`config.mk`:
```
export PLATFORM = sky130hd
export DESIGN_NAME = mem_access_stage_flat
export DESIGN_NICKNAME = d
export VERILOG_FILES = /design/src/rtl/mem_access_stage_if.sv /design/src/rtl/mem_access_stage.sv /design/src/flat_wrapper.sv
export SDC_FILE = /design/constraint.sdc
export NUM_CORES = 1
export LEC_CHECK = 0
export ABC_AREA = 1
export BUFFER_PORTS_ARGS = -buffer_cell sky130_fd_sc_hd__buf_2
export CAP_MARGIN = 20
export CELL_PAD_IN_SITES_DETAIL_PLACEMENT = 2
export CELL_PAD_IN_SITES_GLOBAL_PLACEMENT = 2
export CORE_MARGIN = 2
export CORE_UTILIZATION = 22
export DETAILED_ROUTE_END_ITERATION = 12
export GPL_TIMING_DRIVEN = 0
export PLACE_DENSITY_LB_ADDON = 0.1
export SLEW_MARGIN = 5
export SYNTH_ARGS = -nofsm -noshare
export SYNTH_HDL_FRONTEND = slang
export SYNTH_SLANG_ARGS = --single-unit
```
`constraint.sdc`:
```
create_clock -name clk -period 1.5 [get_ports clk]
set_clock_uncertainty 0.2 [all_clocks]
set_input_delay 0.15 -clock clk [delete_from_list [all_inputs] [get_ports clk]]
set_output_delay 0.15 -clock clk [all_outputs]
set_load 0.02 [all_outputs]
```
`src/rtl/mem_access_stage_if.sv`:
```
// rtl/mem_access_stage_if.sv - data-memory request/ack bus between the MEM stage and data memory
interface mem_access_stage_if;
  logic        mem_req;
  logic        mem_wen;
  logic [29:0] mem_addr;
  logic [31:0] mem_wdata;
  logic [3:0]  mem_wmask;
  logic [31:0] mem_rdata;
  logic        mem_ack;

  modport master (
    output mem_req, mem_wen, mem_addr, mem_wdata, mem_wmask,
    input  mem_rdata, mem_ack
  );

  modport slave (
    input  mem_req, mem_wen, mem_addr, mem_wdata, mem_wmask,
    output mem_rdata, mem_ack
  );
endinterface

```
`src/rtl/mem_access_stage.sv`:
```
// rtl/mem_access_stage.sv - MEM pipeline stage: load/store launch, stall control, load alignment
module mem_access_stage (
  input  logic                       clk,
  input  logic                       rst,
  input  logic                       MemRead_in,
  input  logic                       MemWrite_in,
  input  logic                       RegWrite_in,
  input  logic                       MemtoReg_in,
  input  logic [2:0]                 funct3_in,
  input  logic [31:0]                alu_result_in,
  input  logic [31:0]                store_data_in,
  input  logic [4:0]                 Rd_in,
  mem_access_stage_if.master         mem,
  output logic                       stall,
  output logic                       misalign_err,
  output logic                       RegWrite_out,
  output logic                       MemtoReg_out,
  output logic [31:0]                data_ALU_out,
  output logic [31:0]                data_mem_out,
  output logic [4:0]                 Rd_out
);

  typedef enum logic [1:0] {IDLE, BUSY, DONE} state_t;

  state_t      state_q, state_d;
  logic        mem_req_q, mem_req_d;
  logic        mem_wen_q, mem_wen_d;
  logic [29:0] mem_addr_q, mem_addr_d;
  logic [31:0] mem_wdata_q, mem_wdata_d;
  logic [3:0]  mem_wmask_q, mem_wmask_d;
  logic [31:0] load_q, load_d;

  logic        access, f3_ok, aligned, legal, illegal;
  logic [1:0]  a_lo;
  logic [31:0] st_wdata;
  logic [3:0]  st_wmask;
  logic [7:0]  ld_byte;
  logic [15:0] ld_half;
  logic [31:0] ld_data;

  assign a_lo   = alu_result_in[1:0];
  assign access = MemRead_in | MemWrite_in;

  always_comb begin
    f3_ok   = 1'b0;
    aligned = 1'b1;
    if (MemWrite_in)
      f3_ok = (funct3_in == 3'b000) || (funct3_in == 3'b001) || (funct3_in == 3'b010);
    else
      f3_ok = (funct3_in == 3'b000) || (funct3_in == 3'b001) || (funct3_in == 3'b010) ||
              (funct3_in == 3'b100) || (funct3_in == 3'b101);
    case (funct3_in[1:0])
      2'b01:   aligned = ~a_lo[0];
      2'b10:   aligned = (a_lo == 2'b00);
      default: aligned = 1'b1;
    endcase
  end

  assign legal   = access & f3_ok & aligned;
  assign illegal = access & ~legal;

  // Stores replicate the datum across every lane so memory only needs the mask.
  always_comb begin
    st_wdata = store_data_in;
    st_wmask = 4'b0000;
    case (funct3_in[1:0])
      2'b00: begin
        st_wdata = {4{store_data_in[7:0]}};
        st_wmask = 4'b0001 << a_lo;
      end
      2'b01: begin
        st_wdata = {2{store_data_in[15:0]}};
        st_wmask = 4'b0011 << a_lo;
      end
      default: begin
        st_wdata = store_data_in;
        st_wmask = 4'b1111;
      end
    endcase
    if (!MemWrite_in)
      st_wmask = 4'b0000;
  end

  always_comb begin
    ld_byte = mem.mem_rdata[7:0];
    case (a_lo)
      2'b00:   ld_byte = mem.mem_rdata[7:0];
      2'b01:   ld_byte = mem.mem_rdata[15:8];
      2'b10:   ld_byte = mem.mem_rdata[23:16];
      default: ld_byte = mem.mem_rdata[31:24];
    endcase
    ld_half = a_lo[1] ? mem.mem_rdata[31:16] : mem.mem_rdata[15:0];
    case (funct3_in)
      3'b000:  ld_data = {{24{ld_byte[7]}}, ld_byte};
      3'b001:  ld_data = {{16{ld_half[15]}}, ld_half};
      3'b100:  ld_data = {24'h0, ld_byte};
      3'b101:  ld_data = {16'h0, ld_half};
      default: ld_data = mem.mem_rdata;
    endcase
  end

  always_ff @(posedge clk or negedge rst) begin
    if (!rst) begin
      state_q     <= IDLE;
      mem_req_q   <= 1'b0;
      mem_wen_q   <= 1'b0;
      mem_addr_q  <= 30'h0;
      mem_wdata_q <= 32'h0;
      mem_wmask_q <= 4'h0;
      load_q      <= 32'h0;
    end else begin
      state_q     <= state_d;
      mem_req_q   <= mem_req_d;
      mem_wen_q   <= mem_wen_d;
      mem_addr_q  <= mem_addr_d;
      mem_wdata_q <= mem_wdata_d;
      mem_wmask_q <= mem_wmask_d;
      load_q      <= load_d;
    end
  end

  // The instruction stays parked at the inputs through DONE, so DONE must not relaunch it.
  always_comb begin
    state_d      = state_q;
    mem_req_d    = mem_req_q;
    mem_wen_d    = mem_wen_q;
    mem_addr_d   = mem_addr_q;
    mem_wdata_d  = mem_wdata_q;
    mem_wmask_d  = mem_wmask_q;
    load_d       = load_q;
    stall        = 1'b0;
    misalign_err = 1'b0;
    case (state_q)
      IDLE: begin
        if (legal) begin
          stall       = 1'b1;
          mem_req_d   = 1'b1;
          mem_wen_d   = MemWrite_in;
          mem_addr_d  = alu_result_in[31:2];
          mem_wdata_d = st_wdata;
          mem_wmask_d = st_wmask;
          state_d     = BUSY;
        end else if (illegal) begin
          misalign_err = 1'b1;
        end
      end
      BUSY: begin
        stall = 1'b1;
        if (mem.mem_ack) begin
          mem_req_d = 1'b0;
          load_d    = ld_data;
          state_d   = DONE;
        end
      end
      DONE:    state_d = IDLE;
      default: state_d = IDLE;
    endcase
  end

  assign mem.mem_req   = mem_req_q;
  assign mem.mem_wen   = mem_wen_q;
  assign mem.mem_addr  = mem_addr_q;
  assign mem.mem_wdata = mem_wdata_q;
  assign mem.mem_wmask = mem_wmask_q;

  assign RegWrite_out = RegWrite_in & ~stall & ~illegal;
  assign MemtoReg_out = MemtoReg_in;
  assign data_ALU_out = alu_result_in;
  assign data_mem_out = load_q;
  assign Rd_out       = Rd_in;

endmodule
```
`src/flat_wrapper.sv`:
```
// flat-port wrapper written by rule: the top's interface ports become plain ports
module mem_access_stage_flat 
  (clk, rst, MemRead_in, MemWrite_in, RegWrite_in, MemtoReg_in, funct3_in, alu_result_in, store_data_in, Rd_in, stall, misalign_err, RegWrite_out, MemtoReg_out, data_ALU_out, data_mem_out, Rd_out, mem_mem_req, mem_mem_wen, mem_mem_addr, mem_mem_wdata, mem_mem_wmask, mem_mem_rdata, mem_mem_ack);
  mem_access_stage_if mem_i ();
  input  logic clk;
  input  logic rst;
  input  logic MemRead_in;
  input  logic MemWrite_in;
  input  logic RegWrite_in;
  input  logic MemtoReg_in;
  input  logic [2:0] funct3_in;
  input  logic [31:0] alu_result_in;
  input  logic [31:0] store_data_in;
  input  logic [4:0] Rd_in;
  output logic stall;
  output logic misalign_err;
  output logic RegWrite_out;
  output logic MemtoReg_out;
  output logic [31:0] data_ALU_out;
  output logic [31:0] data_mem_out;
  output logic [4:0] Rd_out;
  output wire logic [$bits(mem_i.mem_req)-1:0] mem_mem_req;
  output wire logic [$bits(mem_i.mem_wen)-1:0] mem_mem_wen;
  output wire logic [$bits(mem_i.mem_addr)-1:0] mem_mem_addr;
  output wire logic [$bits(mem_i.mem_wdata)-1:0] mem_mem_wdata;
  output wire logic [$bits(mem_i.mem_wmask)-1:0] mem_mem_wmask;
  input wire logic [$bits(mem_i.mem_rdata)-1:0] mem_mem_rdata;
  input wire logic [$bits(mem_i.mem_ack)-1:0] mem_mem_ack;
  assign mem_mem_req = mem_i.mem_req;
  assign mem_mem_wen = mem_i.mem_wen;
  assign mem_mem_addr = mem_i.mem_addr;
  assign mem_mem_wdata = mem_i.mem_wdata;
  assign mem_mem_wmask = mem_i.mem_wmask;
  assign mem_i.mem_rdata = mem_mem_rdata;
  assign mem_i.mem_ack = mem_mem_ack;
  mem_access_stage u_core (.clk(clk), .rst(rst), .MemRead_in(MemRead_in), .MemWrite_in(MemWrite_in), .RegWrite_in(RegWrite_in), .MemtoReg_in(MemtoReg_in), .funct3_in(funct3_in), .alu_result_in(alu_result_in), .store_data_in(store_data_in), .Rd_in(Rd_in), .mem(mem_i), .stall(stall), .misalign_err(misalign_err), .RegWrite_out(RegWrite_out), .MemtoReg_out(MemtoReg_out), .data_ALU_out(data_ALU_out), .data_mem_out(data_mem_out), .Rd_out(Rd_out));
endmodule
```
==> results.txt <==
Status - finished, violations left
Violated checks - setup timing
Kind of critical path - in -> out
Width of the die - 162 um
Setup violations, final - 90
Final Slew Violations - 0
Register area share after synthesis - 46.7%
Placeable Area - 24300 um2
RSZ-0062 raised after global routing - yes
WHS Endpoint - u_core.data_mem_out[9]
Area growth syn-to-layout - 57.6%
Syn. warnings - 0
Routed WL - 24100 um
CTS tree - built
Max Cap Violations - 0
Power per cell area - 1500 nW/um2
Final hold slack - 0.00533 ns
Most frequent cells in the layout - 338 x nand2_1, 246 x buf_2, 102 x dfrtp_1, 72 x dlygate4sd3_1, 67 x inv_1
Pleak - 4.84 nW
Gate power share - 45.2%
Crit. End Element - primary output
Fmax - 580 MHz
Largest net degree at the start of global routing - 76
GRT overflow - 0
Sw Ratio - 41.9%
Cell count after placement - 1324
FP Rows - 57
Setup_tns - -10.78 ns
Skew-Pair Late Insertion Delay - 0.35 ns
Startpoint Class - input port
Wirelength per Cell - 16.9 um
Sw Pwr - 5.42 mW
Drt drc - 0
Initial Util - 22.5%
1st-iter DRT viols - 171
First-pass GRT wire length - 37600 um
Vias in the first global route - 6703
Clock Sinks - 102
RR Endpoint - u_core.data_mem_out[4]
Filler cells - 2913
Die height - 162 um
Tightest Hold Check Type - in -> reg
Area after DPL - 7190 um2
Pint - 7.52 mW
Post-synth top area cell - dfrtp_1
Final Critical Period - 1.72 ns
Final core utilization - 35.4%
Total Die Area - 26100 um2
Cell variety after synth - 24
Worst Path Required - 1.15 ns
GPL Wtd Cong - 0.773
Antenna violations before repair - 7
Slew Limit Headroom - 63.4%
Routed Antenna Nets - 0
VDD IR max - 646 uV
Buffers on Ports - 244
CTS H-tree depth - 3
Yosys top cell area share - 46.7%
Sequential share of power - 35.0%
Num CTS Buffers - 9
Clock buffer depth - 2
Critical hold path startpoint - mem_mem_rdata[9]
Top cells by area, synth - dfrtp_1 47%, nand2_1 24%, buf_4 5.8%
Area of the multi-input gates - 2300 um2
Final std cells w/o fill - 1428
I/O pin total - 252
Mapped Nets - 869
Share of cells above drive strength 1 - 36.6%
Final #Nets - 1211
Worst Tran Pin Value - 0.549 ns
WHS Path Cells - 5
Synth Register Bits - 102
Vias per inst - 4.23
Mapped Cells - 755
CP arrival - 1.37 ns
First-pass iteration count of the detailed router - 4
Worst slack at placement - -0.711 ns
Reg-to-Reg Start - u_core.state_q[1]
R2r worst-path depth - 8
Vias post-DR - 6044
Tot GR Track Use - 18.6%
Most common cell after layout, fill and taps aside - nand2_1
Post-route cell area - 8610 um2
Seq. cell area - 2550 um2
DP HPWL - 17500 um
Final hold vios - 0
Power Total - 12.9 mW
Root Driver - clkbuf_16
Clk slew on worst S/H paths - 0.07 ns
R2R Setup Slk - -0.21 ns
Synthesized area - 5460 um2
Final WS setup - -0.224 ns
Final Cycle Share - 115%
Clock power frac - 19.8%
Syn Area/Cell - 7.24 um2
Peak fanout along the critical path - 10
worst max-delay path, stage by stage:
cell      delay [ns]
buf_2           0.12
inv_4           0.07
ha_4            0.17
inv_8           0.06
nand2_8         0.10
nand2_2         0.07
a21boi_2        0.15
nand3_2         0.12
buf_8           0.15
nand2_8         0.05
nor2_4          0.03
buf_6           0.12
repair_timing:
| item | CTS | global route |
|---|---|---|
| pin swaps | 8 | 11 |
| endpoints found under the hold margin | 174 | 0 |
| setup endpoints to repair | 105 | 104 |
| gates resized for setup | 63 | 33 |
| setup buffers | 11 | 1 |
| cloned | 2 | 0 |
| hold buffers | 72 | 0 |
sequential cells by signal, indices dropped and copies added (netlist names):
signal and count:
u_core.mem.mem_wdata 32, u_core.mem.mem_req 1, u_core.mem.mem_wmask 4, u_core.state_q 2, u_core.mem.mem_addr 30, u_core.mem.mem_wen 1, u_core.data_mem_out 32
synth_stat cells:
library cell  count
a21boi_1          1
a21oi_1          19
a22o_1            1
buf_1             1
buf_2            13
buf_4            42
buf_6             4
clkbuf_1         15
clkinv_1          1
dfrtp_1         102
ha_1              3
inv_1            71
inv_2             5
nand2_1         344
nand2_4           1
nand3_1          25
nand3_2           1
nor2_1           17
nor2_2            2
o21ai_0          47
o21ai_1          16
o21bai_1          7
or2_1             1
or2_2            16
final cells by class:
type	count	area share, %
Timing Repair Buffer	331	24.7
Clock inverter	4	0.872
Tap cell	324	4.71
Multi-Input combinational cell	501	26.7
Buffer	75	6.99
Inverter	77	3.68
Clock buffer	9	2.62
Sequential cell	102	29.6
Antenna cell	5	0.145
metal layers:
metal / up-vias / part of all wire (%) / track usage (%)
li1: 2948 / - / -
met1: 2924 / 42 / 22.1
met2: 145 / 51 / 34.2
met3: 23 / 4.8 / 3.16
met4: 4 / 1.7 / 5.48
met5: - / 0.079 / 0
logic make-up (layout without fill, tap and decap cells):
family,Yosys count,in the layout,share of synthesized area [%]
AND/OR/NAND/NOR,407,407,29.7
AO/OA/AOI/OAI,91,91,8.77
buffers and inverters,152,496,14.2
adder cells (fa/ha/maj),3,3,0.687
flip-flops,102,102,46.7
other,0,5,0
power by group through the flow:
stage / Clock, mW / Sequential [mW] / Combinational, mW
after detailed placement: 0 / 4.58 / 5.54
after floorplan: 0 / 6.03 / 1.81
after global routing: 2.75 / 4.71 / 6.43
after CTS: 2.69 / 4.55 / 5.91
after global placement: 0 / 4.55 / 5.45
final: 2.56 / 4.53 / 5.85
how the worst max path moves through the flow:
stage,from,endpoint,slack [ns],depth (start not counted)
floorplan,funct3_in[1],RegWrite_out,0.004,10
global placement,rst,u_core.mem.mem_addr[11],-1.40,1
detailed placement,u_core.state_q[0],u_core.data_mem_out[1],-0.71,6
CTS,u_core.state_q[1],RegWrite_out,-0.26,6
global route,u_core.state_q[1],u_core.data_mem_out[16],-0.31,10
finish,funct3_in[1],RegWrite_out,-0.22,12
Power figures use the tool's default switching activity.
